$ cat src/rtl/snitch_dreq_reorder.sv
// Tags LSU data requests with a slot ID and retires out-of-order memory responses
// back to the core in issue order.

package snitch_dreq_reorder_pkg;

   localparam int unsigned MetaIdWidth = 3;
   localparam int unsigned PkgDataWidth = 32;

   typedef logic [MetaIdWidth-1:0] meta_id_t;

   typedef struct packed {
      logic [31:0]             addr;
      logic                    write;
      logic [PkgDataWidth-1:0] data;
      logic [3:0]              strb;
      meta_id_t                id;
   } dreq_t;

   typedef struct packed {
      logic [PkgDataWidth-1:0] data;
      logic                    write;
      logic                    error;
      meta_id_t                id;
   } dresp_t;

   function automatic int unsigned idx_width(input int unsigned num);
      return (num > 1) ? $clog2(num) : 1;
   endfunction

endpackage

module snitch_dreq_reorder
   import snitch_dreq_reorder_pkg::*;
#(
   parameter int unsigned NumOutstanding = 8,
   parameter int unsigned IdWidth        = idx_width(NumOutstanding),
   parameter int unsigned DataWidth      = 32
) (
   input  logic   clk_i,
   input  logic   rst_ni,
   input  dreq_t  core_req_i,
   input  logic   core_req_valid_i,
   output logic   core_req_ready_o,
   output dresp_t core_resp_o,
   output logic   core_resp_valid_o,
   input  logic   core_resp_ready_i,
   output dreq_t  mem_req_o,
   output logic   mem_req_valid_o,
   input  logic   mem_req_ready_i,
   input  dresp_t mem_resp_i,
   input  logic   mem_resp_valid_i,
   output logic   empty_o
);

   localparam int unsigned CntWidth = $clog2(NumOutstanding + 1);
   localparam logic [CntWidth-1:0] CntMax  = CntWidth'(NumOutstanding);
   localparam logic [IdWidth-1:0]  LastIdx = IdWidth'(NumOutstanding - 1);

   logic [IdWidth-1:0]  head_q, tail_q;
   logic [CntWidth-1:0] cnt_q;

   logic [NumOutstanding-1:0]                busy_q, done_q;
   logic [NumOutstanding-1:0][DataWidth-1:0] data_q;
   logic [NumOutstanding-1:0]                write_q, error_q;

   logic full, alloc, retire;

   // Full blocks issue outright; a same-cycle retire is deliberately not forwarded.
   assign full             = (cnt_q == CntMax);
   assign core_req_ready_o = mem_req_ready_i && !full;
   assign mem_req_valid_o  = core_req_valid_i && !full;
   assign alloc            = core_req_valid_i && core_req_ready_o;

   assign core_resp_valid_o = busy_q[head_q] && done_q[head_q];
   assign retire            = core_resp_valid_o && core_resp_ready_i;
   assign empty_o           = (cnt_q == '0);

   // NOTE: every always_comb output gets a full default first, so no latch can be inferred.
   always_comb begin
      mem_req_o    = core_req_i;
      mem_req_o.id = tail_q;
   end

   always_comb begin
      core_resp_o       = '0;
      core_resp_o.data  = data_q[head_q];
      core_resp_o.write = write_q[head_q];
      core_resp_o.error = error_q[head_q];
      core_resp_o.id    = head_q;
   end

   // NOTE: non-blocking assignments throughout, so allocate/complete/retire all see pre-edge state.
   always_ff @(posedge clk_i or negedge rst_ni) begin
      if (!rst_ni) begin
         head_q  <= '0;
         tail_q  <= '0;
         cnt_q   <= '0;
         busy_q  <= '0;
         done_q  <= '0;
         // NOTE: the payload array is reset as well so core_resp_o reads all-zero out of reset.
         data_q  <= '0;
         write_q <= '0;
         error_q <= '0;
      end else begin
         if (alloc) begin
            busy_q[tail_q] <= 1'b1;
            done_q[tail_q] <= 1'b0;
            tail_q         <= (tail_q == LastIdx) ? '0 : tail_q + IdWidth'(1);
         end

         if (mem_resp_valid_i) begin
            data_q[mem_resp_i.id]  <= mem_resp_i.data;
            write_q[mem_resp_i.id] <= mem_resp_i.write;
            error_q[mem_resp_i.id] <= mem_resp_i.error;
            done_q[mem_resp_i.id]  <= 1'b1;
         end

         // Head and tail never coincide here: that needs cnt 0 (no retire) or full (no alloc).
         if (retire) begin
            busy_q[head_q] <= 1'b0;
            done_q[head_q] <= 1'b0;
            head_q         <= (head_q == LastIdx) ? '0 : head_q + IdWidth'(1);
         end

         case ({alloc, retire})
            2'b10:   cnt_q <= cnt_q + CntWidth'(1);
            2'b01:   cnt_q <= cnt_q - CntWidth'(1);
            default: cnt_q <= cnt_q;
         endcase
      end
   end

   // A response must target an issued, still-pending slot.
   resp_to_pending_slot: assert property (
      @(posedge clk_i) disable iff (!rst_ni)
      mem_resp_valid_i |-> (busy_q[mem_resp_i.id] && !done_q[mem_resp_i.id])
   );

endmodule

$ cat config.mk
export PLATFORM = sky130hd
export DESIGN_NAME = snitch_dreq_reorder
export DESIGN_NICKNAME = d
export VERILOG_FILES = /design/src/rtl/snitch_dreq_reorder.sv
export SDC_FILE = /design/constraint.sdc
export NUM_CORES = 1
export LEC_CHECK = 0
export ABC_CLOCK_PERIOD_IN_PS = 2380
export CORE_MARGIN = 2
export CORE_UTILIZATION = 49
export DETAILED_ROUTE_END_ITERATION = 6
export GPL_TIMING_DRIVEN = 0
export PLACE_DENSITY = 0.77
export SLEW_MARGIN = 15
export SYNTH_ARGS = -nofsm -noshare
export SYNTH_HDL_FRONTEND = slang
export SYNTH_SLANG_ARGS = --single-unit
$ cat constraint.sdc
create_clock -name clk_i -period 2.38 [get_ports clk_i]
set_input_delay 0.238 -clock clk_i [delete_from_list [all_inputs] [get_ports clk_i]]
set_output_delay 0.238 -clock clk_i [all_outputs]
set_load 0.05 [all_outputs]
==> reports/results.txt <==
Initial Utilization - 0.4943
# nets final - 1404
Most frequent cell after synthesis - mux2_2
Num CTS Buffers - 31
Post-Route WL - 43.23 mm
Synth area leaders - dfrtp_1 53%, mux2_2 24%, buf_4 3.8%
Die area - 0.03009 mm²
Core area - 0.02847 mm²
DR iter-0 viols - 813
Final period util - 1.107
Slew margin rel. - 0.3292
P per Cell Area - 1393 mW/mm²
Fin Clk Skew - 0.006295 ns
Avg WL per Cell - 25.60 µm
Clk root buf - clkbuf_16
EDFF count, synth - 0
Clk_lat worst skew - 0.56 ns
Failing checks - setup timing
Worst min path class - in2reg
Distinct cell type count after synthesis - 57
Via count - 10.20k
Max-slew violation count - 0
Max Root-Sink Buffers - 3
Slack of the critical path - -0.2546 ns
Number of max-cap violations - 0
WS Path Type - reg2out
Unrepaired setup endpoints after global routing - yes
Clock Pin Slew Worst Setup and Hold Paths - 0.06 ns
Slowest stage delay, CP - 0.45 ns
Worst slack, placed - -1.515 ns
Synthesized instance count - 1032
Residual overflow from global routing - 0
Row cnt - 62
Worst vdd ir - 1090 µV
Synth Cell Area - 0.01407 mm²
Critical path peak fanout - 10
Min cycle time layout - 2.635 ns
Post-Syn Nets - 1154
H-tree levels - 1
Sink Count - 298
Routed Antenna Nets - 0
RD Place Congestion - 0.8231
Global-route wire length before repair - 61.60 mm
Largest area contributor in the netlist - dfrtp_1
Startpoint Class - flop
PortBufs - 151
Vias in the first global route - 10.20k
Status - finished with violations
Layout cells sized above 1 - 0.5613
Leading register cell type out of synthesis - dfrtp_1
Post-route core utilization - 0.6707
CTS tree - built
Drt pass-1 iters - 4
Crit path DAT - 2.40 ns
Tightest Pin Transition - 1.001 ns
Filler cell count in the final layout - 1903
Via density - 6.040
Hold Violations, Final - 0
P&R area growth vs syn - 35.68%
Synth top cells by count - 304 x mux2_2, 298 x dfrtp_1, 72 x buf_4
Post-synth ARST share - 1.000
Sequential share of the synthesized area - 0.5299
Setup violators final - 35
DIE WIDTH - 173.5 µm
Syn Area/Cell - 13.64 µm²
Leak - 8.189 nW
YS warnings - 0
Crit path required time - 2.14 ns
DP Wirelength - 25.01 mm
Max Fclk - 0.3796 GHz
Flops & latches, synth - 298
Largest net degree at the start of global routing - 106
Worst path cell trace - buf_12 > nor2b_1 > clkbuf_8 > a22oi_1 > o22ai_2 > buf_6
Critical-path top delay cell - dfrtp_2
DRC - 0
IO Count - 228
GR Util All Layers - 0.2681
Initial antenna violation count - 2
Post-synth top area share - 0.5299
Crit. End Element - primary output
Die Y - 173.5 µm
## worst paths after layout
kind | startpoint | endpoint | slack (ns) | cells after the start
max in group asynchronous | rst_ni | data_q[101] | 0.66 | 4
min reg2reg | cnt_q[3] | cnt_q[3] | 0.48 | 1
min in group asynchronous | rst_ni | data_q[183] | 0.28 | 2
max | head_q[2] | core_resp_o[9] | -0.25 | 6
min | mem_resp_i[0] | data_q[64] | 0.24 | 3
max reg2reg | head_q[0] | cnt_q[2] | -0.20 | 12
## area by class of cell
class                           count  area [µm²]  area share
Buffer                            132        1176     0.06159
Clock buffer                       44       884.6     0.04633
Timing Repair Buffer              221        2401      0.1257
Clock inverter                     11       158.9    0.008322
Inverter                            2       15.01   0.0007863
Antenna cell                        1       2.502   0.0001311
Multi-Input combinational cell    596        6514      0.3411
Tap cell                          384       480.5     0.02516
Sequential cell                   298        7462      0.3908
## where the power goes
group | total [mW] | internal, mW | switching (mW) | leakage (nW)
Sequential | 7.16 | 6.32 | 0.841 | 3.56
Combinational | 14.4 | 6.47 | 7.96 | 4.11
Clock | 5.02 | 3.00 | 2.02 | 0.518
## registers in the layout (all words and copies together) (netlist names)
| signal | count |
|---|---|
| error_q | 8 |
| write_q | 8 |
| busy_q | 8 |
| done_q | 8 |
| cnt_q | 4 |
| data_q | 256 |
| tail_q | 3 |
| head_q | 3 |
## through the flow
step	area, µm²	cells	power (mW)	hold WS (ns)	TNS [ns]
2_1_floorplan	14210	1032	14.12	-0.05759	-0.6804
3_3_place_gp	16200	1567	17.50	0.4675	-3500.25
3_5_place_dp	16260	1569	17.69	0.3067	-39.60
4_1_cts	18180	1653	24.41	0.2333	-4.238
5_1_grt	19090	1688	27.45	0.2432	-7.219
6_report	19090	1689	26.60	0.2398	-5.734
## worst max-delay path: cells and delay by family, from the launching register on
kind                   cells  cell delay, ns
AOI/OAI and AO/OA          2            0.31
and+or+nand+nor            1            0.37
DFF                        1            0.45
buffers and inverters      3            0.69
## cell usage in the layout (no fill, tap or decap), types with 5 or more instances in the layout
cell | Yosys | routed
dfrtp_1 | 298 | 294
mux2_2 | 304 | 293
buf_4 | 72 | 115
clkdlybuf4s50_1 | 0 | 112
buf_6 | 2 | 43
clkbuf_16 | 0 | 38
nand2_1 | 43 | 32
buf_2 | 41 | 25
a22oi_1 | 32 | 23
a221oi_2 | 0 | 22
mux4_2 | 19 | 19
buf_12 | 0 | 18
buf_8 | 0 | 13
mux2_4 | 2 | 13
a21oi_1 | 14 | 11
clkbuf_8 | 0 | 11
o22ai_2 | 0 | 11
nand2_2 | 0 | 10
clkbuf_1 | 19 | 9
nor2_1 | 14 | 9
a22oi_2 | 0 | 9
a31oi_1 | 9 | 8
a221oi_4 | 0 | 8
nand3_2 | 1 | 7
nand3_1 | 13 | 7
mux2i_1 | 11 | 7
o21ai_2 | 0 | 6
clkinv_2 | 0 | 6
clkbuf_4 | 0 | 5
ha_1 | 7 | 5
## logic make-up (layout without fill, tap and decap cells)
logic type      after synthesis  after routing  synth area share
other cells                   0              1                 0
xor+xnor                      5              5          0.003112
simple gates                110            110           0.04179
compound gates              136            136           0.07290
mux                         338            338            0.2852
flops                       298            298            0.5299
buf+inv                     138            410           0.06090
fa+ha+maj                     7              7          0.006223
## metal layers
metal,vias to the layer above,track usage,share of wire
li1,4268,-,-
met1,5276,0.3619,0.41
met2,532,0.4268,0.46
met3,124,0.05263,0.086
met4,2,0.1123,0.043
met5,-,0,0.00028
## timing repair
action	CTS	global route
setup buffers	28	28
gates resized for setup	406	112
gates cloned	4	7
endpoints found under the setup margin	47	40
endpoints found under the hold margin	94	0
pin swaps	11	33
hold buffers	1	0
Power figures use the tool's default switching activity.
